## src/rtl/uart_rx_pkg.sv

```systemverilog
// rtl/uart_rx_pkg.sv - shared types and constants for the UART receive path
package uart_rx_pkg;

    typedef enum logic [2:0] {
        IDLE   = 3'd0,
        START  = 3'd1,
        DATA   = 3'd2,
        PARITY = 3'd3,
        STOP   = 3'd4,
        DONE   = 3'd5
    } rx_state_t;

    // Smallest oversample ratio the sampler majority window fits into
    localparam int MIN_PRESCALE = 8;
    localparam int DATA_W_DEF   = 8;
    localparam int PRESC_W_DEF  = 6;

    // States that occupy oversample ticks of a serial bit on the line
    function automatic logic in_bit_time(input rx_state_t s);
        return (s == START) || (s == DATA) || (s == PARITY) || (s == STOP);
    endfunction

endpackage

```

## src/rtl/uart_rx_edge_bit_cnt.sv

```systemverilog
// rtl/uart_rx_edge_bit_cnt.sv - oversample edge counter, bit counter and ratio latch
module uart_rx_edge_bit_cnt
    import uart_rx_pkg::*;
#(
    parameter int DATA_W  = DATA_W_DEF,
    parameter int PRESC_W = PRESC_W_DEF
) (
    input  logic                    CLK_STOP_CHECK,
    input  logic                    RST_STOP_CHECK,
    input  logic [PRESC_W-1:0]      prescale,
    input  logic                    ratio_load,
    input  logic                    cnt_en,
    input  logic                    cnt_clr,
    input  logic                    bit_adv,
    input  logic                    bit_clr,
    output logic [PRESC_W-1:0]      edge_cnt,
    output logic [$clog2(DATA_W):0] bit_cnt,
    output logic                    edge_wrap
);

    localparam int BIT_W = $clog2(DATA_W) + 1;
    localparam logic [PRESC_W-1:0] MIN_RATIO = PRESC_W'(MIN_PRESCALE);
    localparam logic [PRESC_W-1:0] EDGE_ONE  = PRESC_W'(1);
    localparam logic [BIT_W-1:0]   BIT_ONE   = BIT_W'(1);

    logic [PRESC_W-1:0] ratio;
    logic [PRESC_W-1:0] ratio_clamped;

    // Ratios below the sampler window are raised to the minimum
    assign ratio_clamped = (prescale < MIN_RATIO) ? MIN_RATIO : prescale;

    // Last tick of the current bit
    assign edge_wrap = (edge_cnt == (ratio - EDGE_ONE));

    // Ratio is frozen for a whole frame; only a frame start may reload it
    always_ff @(posedge CLK_STOP_CHECK or negedge RST_STOP_CHECK) begin
        if (!RST_STOP_CHECK) begin
            ratio <= MIN_RATIO;
        end else if (ratio_load) begin
            ratio <= ratio_clamped;
        end
    end

    // Oversample tick within the bit, wrapping at the latched ratio
    always_ff @(posedge CLK_STOP_CHECK or negedge RST_STOP_CHECK) begin
        if (!RST_STOP_CHECK) begin
            edge_cnt <= '0;
        end else if (cnt_clr) begin
            edge_cnt <= '0;
        end else if (cnt_en) begin
            edge_cnt <= edge_wrap ? '0 : (edge_cnt + EDGE_ONE);
        end
    end

    // Data bit index; holds through parity/stop so it reads as the last bit
    always_ff @(posedge CLK_STOP_CHECK or negedge RST_STOP_CHECK) begin
        if (!RST_STOP_CHECK) begin
            bit_cnt <= '0;
        end else if (cnt_clr || bit_clr) begin
            bit_cnt <= '0;
        end else if (bit_adv) begin
            bit_cnt <= bit_cnt + BIT_ONE;
        end
    end

endmodule

```

## src/rtl/uart_rx_fsm_ctrl.sv

```systemverilog
// rtl/uart_rx_fsm_ctrl.sv - UART receive frame sequencer with checker strobes and frame status
module uart_rx_fsm_ctrl
    import uart_rx_pkg::*;
#(
    parameter int DATA_W  = DATA_W_DEF,
    parameter int PRESC_W = PRESC_W_DEF
) (
    input  logic                    CLK_STOP_CHECK,
    input  logic                    RST_STOP_CHECK,
    input  logic                    RX_IN,
    input  logic                    PAR_EN,
    input  logic [PRESC_W-1:0]      PRESCALE,
    input  logic                    strt_glitch,
    input  logic                    par_err,
    input  logic                    stp_err,
    output logic                    dat_samp_en,
    output logic [PRESC_W-1:0]      edge_cnt,
    output logic [$clog2(DATA_W):0] bit_cnt,
    output logic                    deser_en,
    output logic                    strt_chk_en,
    output logic                    par_chk_en,
    output logic                    stp_chk_en,
    output logic                    data_valid,
    output logic                    frame_err
);

    localparam int BIT_W = $clog2(DATA_W) + 1;
    localparam logic [BIT_W-1:0] LAST_BIT = BIT_W'(DATA_W - 1);

    rx_state_t state;
    rx_state_t state_nxt;
    logic      par_flag;

    logic      edge_wrap;
    logic      edge_zero;
    logic      first_bit;
    logic      last_bit;

    logic      ratio_load;
    logic      cnt_en;
    logic      cnt_clr;
    logic      bit_adv;
    logic      bit_clr;

    assign edge_zero = (edge_cnt == '0);
    assign first_bit = (bit_cnt == '0);
    assign last_bit  = (bit_cnt == LAST_BIT);

    uart_rx_edge_bit_cnt #(
        .DATA_W  (DATA_W),
        .PRESC_W (PRESC_W)
    ) u_edge_bit_cnt (
        .CLK_STOP_CHECK (CLK_STOP_CHECK),
        .RST_STOP_CHECK (RST_STOP_CHECK),
        .prescale       (PRESCALE),
        .ratio_load     (ratio_load),
        .cnt_en         (cnt_en),
        .cnt_clr        (cnt_clr),
        .bit_adv        (bit_adv),
        .bit_clr        (bit_clr),
        .edge_cnt       (edge_cnt),
        .bit_cnt        (bit_cnt),
        .edge_wrap      (edge_wrap)
    );

    // Next-state selection from registered state, counters, line and checker results
    always_comb begin
        state_nxt = state;
        case (state)
            IDLE: begin
                if (!RX_IN) state_nxt = START;
            end
            START: begin
                if (edge_wrap) state_nxt = DATA;
            end
            DATA: begin
                // A start glitch reported right after the start check abandons the frame silently
                if (edge_zero && first_bit && strt_glitch) begin
                    state_nxt = IDLE;
                end else if (edge_wrap && last_bit) begin
                    state_nxt = PAR_EN ? PARITY : STOP;
                end
            end
            PARITY: begin
                if (edge_wrap) state_nxt = STOP;
            end
            STOP: begin
                if (edge_wrap) state_nxt = DONE;
            end
            DONE: begin
                // A low line here is already tick 0 of the next start bit
                state_nxt = RX_IN ? IDLE : START;
            end
            default: begin
                state_nxt = IDLE;
            end
        endcase
    end

    // State register plus the parity result held until the frame verdict
    always_ff @(posedge CLK_STOP_CHECK or negedge RST_STOP_CHECK) begin
        if (!RST_STOP_CHECK) begin
            state    <= IDLE;
            par_flag <= 1'b0;
        end else begin
            state <= state_nxt;
            if (state == DONE) begin
                par_flag <= 1'b0;
            end else if ((state == STOP) && edge_zero && PAR_EN) begin
                par_flag <= par_err;
            end
        end
    end

    // Counter control: reload the ratio on every frame start, count while on a bit
    assign ratio_load = ((state == IDLE) || (state == DONE)) && (state_nxt == START);
    assign cnt_clr    = (state_nxt == IDLE);
    assign cnt_en     = (state != IDLE);
    assign bit_clr    = (state == START) && edge_wrap;
    assign bit_adv    = (state == DATA) && edge_wrap && !last_bit;

    // Output decode from registered state and counters
    assign dat_samp_en = in_bit_time(state);
    assign strt_chk_en = (state == START)  && edge_wrap;
    assign deser_en    = (state == DATA)   && edge_wrap;
    assign par_chk_en  = (state == PARITY) && edge_wrap;
    assign stp_chk_en  = (state == STOP)   && edge_wrap;
    assign data_valid  = (state == DONE)   && !stp_err && !par_flag;
    assign frame_err   = (state == DONE)   && (stp_err || par_flag);

endmodule

```

## config.mk

```make
export PLATFORM = sky130hd
export DESIGN_NAME = uart_rx_fsm_ctrl
export DESIGN_NICKNAME = d
export VERILOG_FILES = /design/src/rtl/uart_rx_pkg.sv /design/src/rtl/uart_rx_edge_bit_cnt.sv /design/src/rtl/uart_rx_fsm_ctrl.sv
export SDC_FILE = /design/constraint.sdc
export NUM_CORES = 1
export LEC_CHECK = 0
export ABC_AREA = 1
export ABC_CLOCK_PERIOD_IN_PS = 3000
export CAP_MARGIN = 15
export CORE_MARGIN = 3
export CORE_UTILIZATION = 30
export CTS_BUF_LIST = sky130_fd_sc_hd__clkbuf_4 sky130_fd_sc_hd__clkbuf_8
export DETAILED_ROUTE_END_ITERATION = 8
export PLACE_DENSITY = 0.49
export SLEW_MARGIN = 20
export SYNTH_ARGS = -nofsm -noshare
export SYNTH_HDL_FRONTEND = slang
export SYNTH_SLANG_ARGS = --single-unit
```

## constraint.sdc

```tcl
create_clock -name CLK_STOP_CHECK -period 3 [get_ports CLK_STOP_CHECK]
set_input_delay 0.6 -clock CLK_STOP_CHECK [delete_from_list [all_inputs] [get_ports CLK_STOP_CHECK]]
set_output_delay 0.6 -clock CLK_STOP_CHECK [all_outputs]
set_load 0.01 [all_outputs]
```

# Word level (Yosys, flattened, before mapping)
# Index checks and enable logic that the tools add are counted.
# word_totals
reg_bits,20
# op_classes
n_addsub,3
order_cmp,1
n_eq_ne,8
muxes,17
n_reduce_logical,31
# op_table
op,n
6-bit two-way mux,4
3-bit two-way mux,7
3-bit case mux with 6 select lines,1
1-bit logical AND,14
4-bit two-way mux,2
"6-bit by 1-bit adder with 6-bit output, second input constant",1
"3-bit by 1-bit equality test with 1-bit output, second input constant",2
"3-bit by 2-bit equality test with 1-bit output, second input constant",2
"3-bit equality test, second input constant",2
6-bit equality test,1
3-bit logical NOT,2
6-bit logical NOT,1
1-bit logical OR,6
"6-bit by 4-bit less-than comparator with 1-bit output, second input constant",1
2-bit nonzero test,3
"6-bit by 1-bit subtractor with 6-bit output, second input constant",1
"4-bit by 1-bit adder with 4-bit output, second input constant",1
"4-bit by 3-bit equality test with 1-bit output, second input constant",1
4-bit logical NOT,1
1-bit logical NOT,3
1-bit two-way mux,3
3-bit nonzero test,1

# Logic depth before layout (Yosys ltp)
# Gate-level depths: netlist (run 1).
# depth
word_depth,9
mapped_depth,19
ltp_nobuf,18

# By module
# Synthesis (run 1) repeated with hierarchy kept, for this count alone.
# hier_totals
hier_cells,206
area_unflattened_um2,1417.6
# modules_own_cells
module,n_inst,cells_each,area_per_inst_um2,seq_area_each_um2
uart_rx_edge_bit_cnt,1,127,957.2,401.6
uart_rx_fsm_ctrl,1,79,460.4,100.1

# Least setup slack after synthesis (run 1)
# Ideal clock, no wire load.
# synth_timing
kind,reg2out
startpoint,register u_edge_bit_cnt.ratio[0]
endpoint,output strt_chk_en
arrival_ns,1.665
setup_slack_ns,0.735
stages_incl_launch_ff,13
path_buffers,1
path_cell_list,dfrtp_1 -> inv_2 -> ha_1 -> nand2_1 -> inv_1 -> nor2_4 -> nand2_1 -> nor2_2 -> nand2_2 -> nor2_4 -> nand2_2 -> buf_6 -> nor2_1
# synth_via
elab_chain_cells,3
# synth_lines
element,line_no,text
from (decl),uart_rx_edge_bit_cnt.sv:26,logic [PRESC_W-1:0] ratio;
from (signal assigned),uart_rx_edge_bit_cnt.sv:40,ratio <= ratio_clamped;
6-bit by 1-bit subtractor with 6-bit output,uart_rx_edge_bit_cnt.sv:33,assign edge_wrap = (edge_cnt == (ratio - EDGE_ONE));
6-bit equality test,uart_rx_edge_bit_cnt.sv:33,
1-bit logical AND,uart_rx_fsm_ctrl.sv:124,assign strt_chk_en = (state == START) && edge_wrap;
to (decl),uart_rx_fsm_ctrl.sv:20,"output logic strt_chk_en,"
# Every way passes these cells.

# Final worst setup path (run 1)
# Same ends and word-level chain as after synthesis.

==> results of run 1 <==
[kinds of logic (layout without fill, tap and decap cells)]
group           count (synthesis)  count (layout)  share of synthesized area [%]
fa+ha+maj                       5               5                           4.17
xor+xnor                        8               8                           4.67
flops                          20              20                           33.4
simple gates                  129             129                           42.7
buf+inv                        36              69                           9.51
compound gates                 15              15                           5.50
[tightest hold or removal path: cells and delay by family, from the launching register on]
kind / cells / cell delay [ps]
DFF: 1 / 380
and+or+nand+nor: 2 / 110
[cell type report]
type                       count  share of cell area, %
inverter                      34                   6.63
multi-input combinational    157                   44.8
tap                           67                   4.35
timing repair buffer          31                   15.6
sequential                    20                   26.1
clock buffer                   4                   2.53
[metrics by stage]
step	instance area [µm²]	hold slack, ps	util [%]
final	1930	527	40.2
after global routing	1930	579	40.2
after CTS	1930	526	40.2
after detailed placement	1870	505	39.2
after global placement	1870	496	39.2
after floorplan	1500	304	-
[path summary, 6_finish.rpt]
path                       slack, ps                                 from                                      to
hold / removal                   530  u_edge_bit_cnt.ratio[5]$_DFFE_PN0P_     u_edge_bit_cnt.ratio[5]$_DFFE_PN0P_
max in group asynchronous       2050                       RST_STOP_CHECK     u_edge_bit_cnt.ratio[3]$_DFFE_PN1P_
setup / recovery                 230  u_edge_bit_cnt.ratio[0]$_DFFE_PN0P_                             strt_chk_en
min in group asynchronous        670                       RST_STOP_CHECK                      state[2]$_DFF_PN0_
setup reg to reg                 740  u_edge_bit_cnt.ratio[0]$_DFFE_PN0P_  u_edge_bit_cnt.edge_cnt[4]$_DFFE_PN0P_
hold reg to reg                  530  u_edge_bit_cnt.ratio[5]$_DFFE_PN0P_     u_edge_bit_cnt.ratio[5]$_DFFE_PN0P_
[metal layers]
layer	routed length, µm	up-vias
met5	0	-
met4	40	0
li1	-	728
met2	1590	23
met1	1810	629
met3	90	4
[power breakdown]
group	internal (mW)	switching, mW	leakage, nW	total, mW
clock	0.104	0.0918	0.0262	0.195
sequential	0.349	0.0948	0.260	0.444
combinational	0.351	0.586	0.627	0.937
[synth_stat cells, types with 2 or more instances]
cell	n	area share, %
nand3_1	15	5.0
o21ai_1	3	1.0
nand3_2	2	1.3
nor2_4	2	1.5
nand4_1	5	2.1
o21ai_0	10	3.3
xor2_1	6	3.5
nand2_1	54	14
nand2_4	4	3.0
nor2_2	11	4.6
nand2_2	8	3.3
nor3_1	6	2.0
xnor2_1	2	1.2
ha_1	5	4.2
inv_1	25	6.3
nor2_1	21	5.3
dfrtp_1	19	32
inv_2	9	2.3
[sequential cells by signal, indices dropped and copies added, names as in the netlist]
name	count
par_flag	1
u_edge_bit_cnt.ratio	6
u_edge_bit_cnt.bit_cnt	4
u_edge_bit_cnt.edge_cnt	6
state	3
[what timing repair did]
action / CTS / global route
setup endpoints to repair: 4 / 0
gates resized for setup: 6 / 0
endpoints found under the hold margin: 0 / 0
==> out/metrics.cfg, run 1 <==
[grt]
grt_use_met2_pct = 20.3
first_global_vias = 1339
grt_pass1_wl_um = 6270
grt_max_degree = 21
gr-usage-all-layers_pct = 12.9
grt_use_met1_pct = 18.0
gr-usage-met3_pct = 2.23
antenna_found_initial = 0
overflow = 0
top_usage_layer = met2

[floorplanning]
fp-row-count = 25
die_h_um = 76.7
core_area_um2 = 4790
num_io_pins = 30
die-area_um2 = 5890
start_util_pct = 31.3
die_w_um = 76.7

[clocking]
path_clk_slew_ps = 70
cts_tree = done
cts_max_level = 1
cts-root-buf = clkbuf_8
clk_latency_ps = 260
clkSinkCount = 20
clockBufferDepth = 2
cts_buffers = 3
ctsHoldBuffers = 0
postCtsSetupRepairBufs = 0

[yosys]
syn_nets = 231
syn_inst = 213
ys_seq_area_share_pct = 33.4
yosys_warnings = 0
synth-seq-cells = 20
synthesis.area_um2 = 1500
syn_area_per_cell_um2 = 7.04
synthArstFlopShare_pct = 100
synth.distinct_cells = 24
synth_edf_count = 0
synthFlopType = dfrtp_1

[timing]
setup_tns_ps = 0
drv_slew = 0
final.period_utilization_pct = 92.2
relSlewSlack_pct = 75.3
tightest_slew_ps = 368
rsz0062_at_grt = no
hold_violations = 0
setup_violations = 0
fmax_mhz = 361
final.min_clock_period_ps = 2770
worst_slack_ps = 233
finalClockSkew_ps = 4.07

[worst_setup_path]
cp_top_family = simple AND/OR/NAND/NOR gates
reg2regPathDepth = 18
end_kind = output port
critPathMaxStageDelay_ps = 380
crit_chain = inv_2, ha_1, nand2_1, inv_1, nor2_4, nand2_1, nor2_2, nand2_2, nor2_4, nand2_4, nor2_2, dlygate4sd2_1
cp-start-kind = flip-flop
crit_fanout = 11
cp_slowest_cell = dfrtp_1
path_class = reg -> out
crit_buf_inv = 3
critPathRequiredTime_ps = 2400
cp_num_cells = 12
arrival_ps = 2170

[placed_design]
globalplace.congestion = 0.783
portBuffers = 29
pre_cts_ws_ps = 115
dpl.cell_count = 309
dp.final_hpwl_um = 2800

[cells_and_area]
finalNetCount = 265
final_common_cell = nand2_1
multiInputGateArea_um2 = 863
nFillCells = 526
diodes = 0
drive_above_1_share_pct = 18.7
final_cells = 313
area_growth_pct = 28.4
mostFrequentLayoutCells = 54 x nand2_1, 25 x inv_1, 25 x clkdlybuf4s50_1, 20 x nor2_1, 19 x dfrtp_1
regArea_um2 = 502

[pwr]
p_per_area_nw_per_um2 = 818
finalPower_mw = 1.58
power_leakage_nw = 0.914
peakVddDrop_mv = 0.342

[drt]
routed-via-count = 1384
first_pass_iters = 4
routed_wl_um = 3530
ant_nets = 0
wl_per_cell_um = 11.3
vias_per_cell = 4.42
drc = 0
drt_iter0_markers = 44

[job]
max_cap_viol_count = 0

[worst_hold_path]
min_path_cells = 2
min_path_type = reg -> reg

[outcome]
status = finished clean

Power figures use the tool's default switching activity.
==> run 2: changes to the inputs <==
Settings changed: CELL_PAD_IN_SITES_DETAIL_PLACEMENT from default to 2, CELL_PAD_IN_SITES_GLOBAL_PLACEMENT from default to 2, CORE_UTILIZATION 30 to 29, CTS_CLUSTER_SIZE from default to 16, PLACE_DENSITY 0.49 to 0.79.
==> out/metrics.cfg, run 2 (synthesized netlist as in run 1, its figures left out) <==
[worst_setup_path]
arrival_ps = 2210  ; was 2170 ps
critPathRequiredTime_ps = 2400  ; about the same
path_class = reg -> out  ; unchanged
crit_fanout = 8  ; was 11
end_kind = output port  ; unchanged
cp-start-kind = flip-flop  ; unchanged

[cells_and_area]
mostFrequentLayoutCells = 54 x nand2_1, 25 x inv_1, 25 x clkdlybuf4s50_1, 20 x nor2_1, 19 x dfrtp_1  ; unchanged
finish.utilization_pct = 40.5  ; was 40.2%
drive_above_1_share_pct = 20.3  ; was 18.7%
area_growth_pct = 30.9  ; was 28.4%
final_cells = 318  ; was 313
final_common_cell = nand2_1  ; unchanged
top_regs = u_edge_bit_cnt.edge_cnt: 6 flops, u_edge_bit_cnt.ratio: 6 flops, u_edge_bit_cnt.bit_cnt: 4 flops  ; unchanged
diodes = 0  ; unchanged
finalNetCount = 270  ; was 265

[placed_design]
portBuffers = 29  ; unchanged
dpl.cell_count = 309  ; unchanged
globalplace.congestion = 0.713  ; was 0.783
dp.final_hpwl_um = 3520  ; was 2800 µm
pre_cts_ws_ps = 59.8  ; was 115 ps

[drt]
vias_per_cell = 4.68  ; was 4.42
routed_wl_um = 4540  ; was 3530 µm
routed-via-count = 1488  ; was 1384
first_pass_iters = 4  ; unchanged
wl_per_cell_um = 14.3  ; was 11.3 µm
ant_nets = 0  ; unchanged
drc = 0  ; unchanged
drt_iter0_markers = 44  ; unchanged

[timing]
final.min_clock_period_ps = 2810  ; was 2770 ps
worst_slack_ps = 187  ; was 233 ps
tightest_slew_ps = 384  ; was 368 ps
fmax_mhz = 356  ; was 361 MHz
finalClockSkew_ps = 7.04  ; was 4.07 ps
hold_slack_ps = 511  ; was 527 ps
final.period_utilization_pct = 93.8  ; was 92.2%
hold_violations = 0  ; unchanged
setup_violations = 0  ; unchanged
relSlewSlack_pct = 74.2  ; was 75.3%
drv_slew = 0  ; unchanged

[worst_hold_path]
min_path_type = reg -> reg  ; unchanged

[floorplanning]
core_area_um2 = 4850  ; was 4790 µm²
die-area_um2 = 6070  ; was 5890 µm²
die_w_um = 77.9  ; was 76.7 µm
die_h_um = 77.9  ; was 76.7 µm
start_util_pct = 30.9  ; was 31.3%
fp-row-count = 25  ; unchanged
num_io_pins = 30  ; unchanged

[grt]
grt_max_degree = 21  ; unchanged
antenna_found_initial = 0  ; unchanged
first_global_vias = 1623  ; was 1339
overflow = 0  ; unchanged
gr-usage-all-layers_pct = 16.0  ; was 12.9%
grt_pass1_wl_um = 7800  ; was 6270 µm

[pwr]
p_sw_share_pct = 50.3  ; was 49.0%
p_switching_mw = 0.836  ; was 0.772 mW
finalPower_mw = 1.66  ; was 1.58 mW
peakVddDrop_mv = 0.334  ; was 0.342 mV
combPwrFrac_pct = 60.6  ; was 59.4%
power_leakage_nw = 0.935  ; was 0.914 nW
internal_power_mw = 0.826  ; was 0.804 mW
seqPwrFrac_pct = 27.1  ; was 28.2%
p_per_area_nw_per_um2 = 847  ; was 818 nW/µm²
p_clk_share_pct = 12.3  ; was 12.4%

[clocking]
path_clk_slew_ps = 80  ; was 70 ps
clockBufferDepth = 2  ; unchanged
cts_tree = done  ; unchanged
clk_latency_ps = 270  ; was 260 ps
cts_max_level = 1  ; unchanged
clkSinkCount = 20  ; unchanged
cts_buffers = 3  ; unchanged
cts-root-buf = clkbuf_8  ; unchanged

[outcome]
status = finished clean  ; unchanged

[job]
max_cap_viol_count = 0  ; unchanged

run 2: power by group through the flow:
stage | logic, mW | registers [mW] | clock network [mW]
global route | 1.15 | 0.468 | 0.225
floorplan | 0.697 | 0.439 | 0
finish | 1.01 | 0.451 | 0.205
CTS | 1.00 | 0.453 | 0.210
detailed placement | 0.982 | 0.455 | 0
global placement | 0.951 | 0.455 | 0
run 2: layout make-up:
type                            instances  area, µm²
Multi-Input combinational cell        157        863
Clock buffer                            4       48.8
Timing Repair Buffer                   36        338
Tap cell                               67       83.8
Sequential cell                        20        502
Inverter                               34        128
Fill cell                             585       2890
run 2: critical path, cell delays in order (launching register included):
cell and delay [ps]:
dfrtp_1 390, inv_2 90, ha_1 330, nand2_1 100, inv_1 70, nor2_4 60, nand2_1 60, nor2_2 110
nand2_2 70, nor2_4 150, nand2_4 110, nor2_1 130, dlygate4sd2_1 280
run 2: path summary, 6_finish.rpt:
path	depth (start not counted)	slack (ps)	endpoint	from
hold reg to reg	2	510	u_edge_bit_cnt.ratio[5]$_DFFE_PN0P_	u_edge_bit_cnt.ratio[5]$_DFFE_PN0P_
setup / recovery	12	190	par_chk_en	u_edge_bit_cnt.ratio[0]$_DFFE_PN0P_
min in group asynchronous	2	670	state[1]$_DFF_PN0_	RST_STOP_CHECK
setup reg to reg	19	530	u_edge_bit_cnt.edge_cnt[3]$_DFFE_PN0P_	u_edge_bit_cnt.ratio[0]$_DFFE_PN0P_
max in group asynchronous	2	2030	u_edge_bit_cnt.ratio[3]$_DFFE_PN1P_	RST_STOP_CHECK
hold / removal	2	510	u_edge_bit_cnt.ratio[5]$_DFFE_PN0P_	u_edge_bit_cnt.ratio[5]$_DFFE_PN0P_
run 2: per-layer routing:
metal,routed length (µm),track usage [%],vias to the layer above,share of wire (%)
li1,-,-,740,-
met1,2270,22.0,727,50
met4,54,4.72,0,1.2
met5,0,0,-,0
met2,2140,26.5,17,47
met3,80,1.86,4,1.8
run 2: what timing repair did:
action,CTS,global route
pin swaps,0,1
gates resized for setup,6,0
endpoints found under the setup margin,4,3
hold buffers,0,0
setup buffers,0,5
gates cloned,0,0
run 2: through the flow:
stage / setup TNS [ps] / instance area (µm²)
floorplan: 0 / 1500
global placement: 0 / 1870
detailed placement: 0 / 1870
CTS: 0 / 1930
global route: -2.92 / 1960
finish: 0 / 1960
==> run 3: changes to the inputs <==
Settings changed: CORE_UTILIZATION 29 to 28, PLACE_DENSITY 0.79 to 0.78, SYNTH_HIERARCHICAL from default to 1.
==> out/metrics.cfg, run 3 <==
[timing]
rsz0062_at_grt = no
hold_violations = 0  ; unchanged
final.period_utilization_pct = 90.3  ; was 93.8%
setup_tns_ps = 0  ; unchanged
fmax_mhz = 369  ; was 356 MHz
setup_violations = 0  ; unchanged
finalClockSkew_ps = 2.84  ; was 7.04 ps
drv_slew = 0  ; unchanged
tightest_slew_ps = 291  ; was 384 ps
relSlewSlack_pct = 80.5  ; was 74.2%
final.min_clock_period_ps = 2710  ; was 2810 ps

[grt]
gr-usage-all-layers_pct = 16.4  ; was 16.0%
antenna_found_initial = 0  ; unchanged
first_global_vias = 1640  ; was 1623
overflow = 0  ; unchanged
grt_pass1_wl_um = 7900  ; was 7800 µm
grt_max_degree = 21  ; unchanged

[clocking]
cts_buffers = 3  ; unchanged
clockBufferDepth = 2  ; unchanged
clk_latency_ps = 260  ; was 270 ps
path_clk_slew_ps = 80  ; about the same
clkSinkCount = 20  ; unchanged
cts_max_level = 1  ; unchanged
cts-root-buf = clkbuf_8  ; unchanged
cts_tree = done  ; unchanged
ctsHoldBuffers = 0  ; unchanged

[worst_setup_path]
cp_slowest_cell = dfrtp_1  ; unchanged
path_class = reg -> out  ; unchanged
arrival_ps = 2110  ; was 2210 ps
crit_fanout = 6  ; was 8
reg2regPathDepth = 22  ; was 19
cp_common_cell = inv_2
crit_buf_inv = 5  ; was 3
critPathRequiredTime_ps = 2400  ; about the same
critPathMaxStageDelay_ps = 400  ; was 390 ps
crit_chain = inv_2, ha_1, inv_1, nand2_2, nand2_1, nand2_1, nand3_1, nor2_2, nand3_2, inv_2, inv_2, nor2_1, dlygate4sd2_1  ; was inv_2, ha_1, nand2_1, inv_1, nor2_4, nand2_1, nor2_2, nand2_2, nor2_4, nand2_4, nor2_1, dlygate4sd2_1
cp-start-kind = flip-flop  ; unchanged
end_kind = output port  ; unchanged
cp_num_cells = 13  ; was 12
cp_top_family = buffers and inverters  ; was simple AND/OR/NAND/NOR gates

[drt]
routed_wl_um = 4470  ; was 4540 µm
first_pass_iters = 4  ; unchanged
wl_per_cell_um = 14.1  ; was 14.3 µm
routed-via-count = 1448  ; was 1488
drt_iter0_markers = 59  ; was 44
drc = 0  ; unchanged
vias_per_cell = 4.58  ; was 4.68
ant_nets = 0  ; unchanged

[floorplanning]
num_io_pins = 30  ; unchanged
die_w_um = 77.2  ; was 77.9 µm
start_util_pct = 29.4  ; was 30.9%
fp-row-count = 25  ; unchanged
die_h_um = 77.2  ; was 77.9 µm
core_area_um2 = 4820  ; was 4850 µm²
die-area_um2 = 5950  ; was 6070 µm²

[yosys]
synthFlopType = dfrtp_1  ; unchanged
syn_inst = 206  ; was 213
synthesis.area_um2 = 1420  ; was 1500 µm²
synth.largest_area_cell = dfrtp_1  ; unchanged
yosysTopAreaCellShare_pct = 33.5  ; was 31.7%
synth.area.top_cells = dfrtp_1 34%, nand2_1 14%, nand3_1 8.8%, inv_1 6.6%, nor2_1 5.8%  ; was dfrtp_1 32%, nand2_1 14%, inv_1 6.3%, nor2_1 5.3%, nand3_1 5.0%
synth.most_common_cell = nand2_1  ; unchanged
synth-seq-cells = 20  ; unchanged
ys_seq_area_share_pct = 35.4  ; was 33.4%
syn_nets = 222  ; was 231
synth.distinct_cells = 24  ; unchanged
synth_edf_count = 0  ; unchanged
synth_top_cells_by_count = 51 x nand2_1, 25 x inv_1, 25 x nand3_1  ; was 54 x nand2_1, 25 x inv_1, 21 x nor2_1
synthArstFlopShare_pct = 100  ; unchanged
syn_area_per_cell_um2 = 6.88  ; was 7.04 µm²
yosys_warnings = 6  ; was 0

[cells_and_area]
finalNetCount = 266  ; was 270
top_regs = u_edge_bit_cnt/edge_cnt: 6 flops, u_edge_bit_cnt/ratio: 6 flops, u_edge_bit_cnt/bit_cnt: 4 flops  ; was u_edge_bit_cnt.edge_cnt: 6 flops, u_edge_bit_cnt.ratio: 6 flops, u_edge_bit_cnt.bit_cnt: 4 flops
area_growth_pct = 36.8  ; was 30.9%
diodes = 0  ; unchanged
drive_above_1_share_pct = 20.9  ; was 20.3%
final_common_cell = nand2_1  ; unchanged
mostFrequentLayoutCells = 51 x nand2_1, 25 x nand3_1, 25 x clkdlybuf4s50_1, 23 x inv_1, 21 x nor2_1  ; was 54 x nand2_1, 25 x inv_1, 25 x clkdlybuf4s50_1, 20 x nor2_1, 19 x dfrtp_1
finalInstanceArea_um2 = 1940  ; was 1960 µm²
final_cells = 316  ; was 318

[outcome]
status = finished clean  ; unchanged

[worst_hold_path]
min_path_type = reg -> reg  ; unchanged
min_path_cells = 1  ; was 2

[placed_design]
placed_area_um2 = 1860  ; was 1870 µm²
portBuffers = 29  ; unchanged
dp.final_hpwl_um = 3530  ; was 3520 µm
globalplace.congestion = 0.776  ; was 0.713
dpl.cell_count = 311  ; was 309

[pwr]
power_leakage_nw = 0.987  ; was 0.935 nW
finalPower_mw = 1.63  ; was 1.66 mW
peakVddDrop_mv = 0.367  ; was 0.334 mV
p_per_area_nw_per_um2 = 840  ; was 847 nW/µm²

[job]
max_cap_viol_count = 0  ; unchanged

==> run 3: through the flow <==
| step | worst slack [ps] | util [%] | hold slack (ps) |
|---|---|---|---|
| finish | 292 | 40.3 | 565 |
| global route | 34.1 | 40.3 | 595 |
| CTS | 28.5 | 39.9 | 575 |
| detailed placement | 189 | 38.7 | 556 |
| global placement | 265 | 38.7 | 525 |
| floorplan | 419 | - | 304 |
==> run 3: logic make-up (layout without fill, tap and decap cells) <==
group	count (synthesis)	after routing	share of synthesized area, %
AO/OA/AOI/OAI	15	15	5.56
XOR/XNOR	8	8	4.94
adder cells (fa/ha/maj)	3	3	2.65
buffers and inverters	35	78	9.27
flip-flops	20	20	35.4
multiplexers	1	1	0.794
AND/OR/NAND/NOR	124	124	41.4
==> run 3: path summary, 6_finish.rpt <==
| kind | from | end | slack (ps) |
|---|---|---|---|
| max in group asynchronous | RST_STOP_CHECK | u_edge_bit_cnt/ratio[3]$_DFFE_PN1P_ | 2040 |
| setup reg to reg | u_edge_bit_cnt/ratio[0]$_DFFE_PN0P_ | u_edge_bit_cnt/edge_cnt[2]$_DFFE_PN0P_ | 370 |
| setup / recovery | u_edge_bit_cnt/ratio[0]$_DFFE_PN0P_ | strt_chk_en | 290 |
| hold / removal | u_edge_bit_cnt/ratio[5]$_DFFE_PN0P_ | u_edge_bit_cnt/ratio[5]$_DFFE_PN0P_ | 560 |
| hold reg to reg | u_edge_bit_cnt/ratio[5]$_DFFE_PN0P_ | u_edge_bit_cnt/ratio[5]$_DFFE_PN0P_ | 560 |
| min in group asynchronous | RST_STOP_CHECK | u_edge_bit_cnt/ratio[2]$_DFFE_PN0P_ | 690 |
==> run 3: area by class of cell <==
cell class | count | area [µm²]
Multi-Input combinational cell | 151 | 796
Timing Repair Buffer | 40 | 375
Fill cell | 595 | 2880
Tap cell | 67 | 83.8
Clock buffer | 4 | 55.1
Inverter | 34 | 128
Sequential cell | 20 | 502
==> run 3: worst reg2reg max path: stages, from the launching register on <==
cell and delay [ps]:
dfrtp_1 400, inv_2 100, ha_1 200, inv_1 60
nand2_2 70, nand2_1 40, nand2_1 50, nand3_1 90
nor2_2 120, nand3_2 90, inv_2 100, nand3_1 150
nand2_1 100, nand2_1 60, nor2_1 130, nor2_1 80
nand2_1 120, nor2_4 60, nor2_2 140, nor2_1 50
buf_4 150, nand3_1 90, nand2_1 50
==> run 3: what timing repair did <==
action | in CTS | in global routing
buffers inserted | 1 | 0
gates resized for setup | 4 | 5
setup endpoints to repair | 4 | 8
pin swaps | 0 | 0
==> run 3: per-layer routing <==
layer / global-route usage, % / vias up / wire length (µm)
met5: 0 / - / 0
met4: 3.74 / 0 / 29
met3: 2.35 / 2 / 110
met2: 30.5 / 17 / 2390
met1: 19.8 / 701 / 1940
li1: - / 728 / -
==> run 3: power by group <==
group          internal (mW)  switching [mW]
clock network          0.117          0.0995
logic                  0.397           0.562
registers              0.360          0.0935
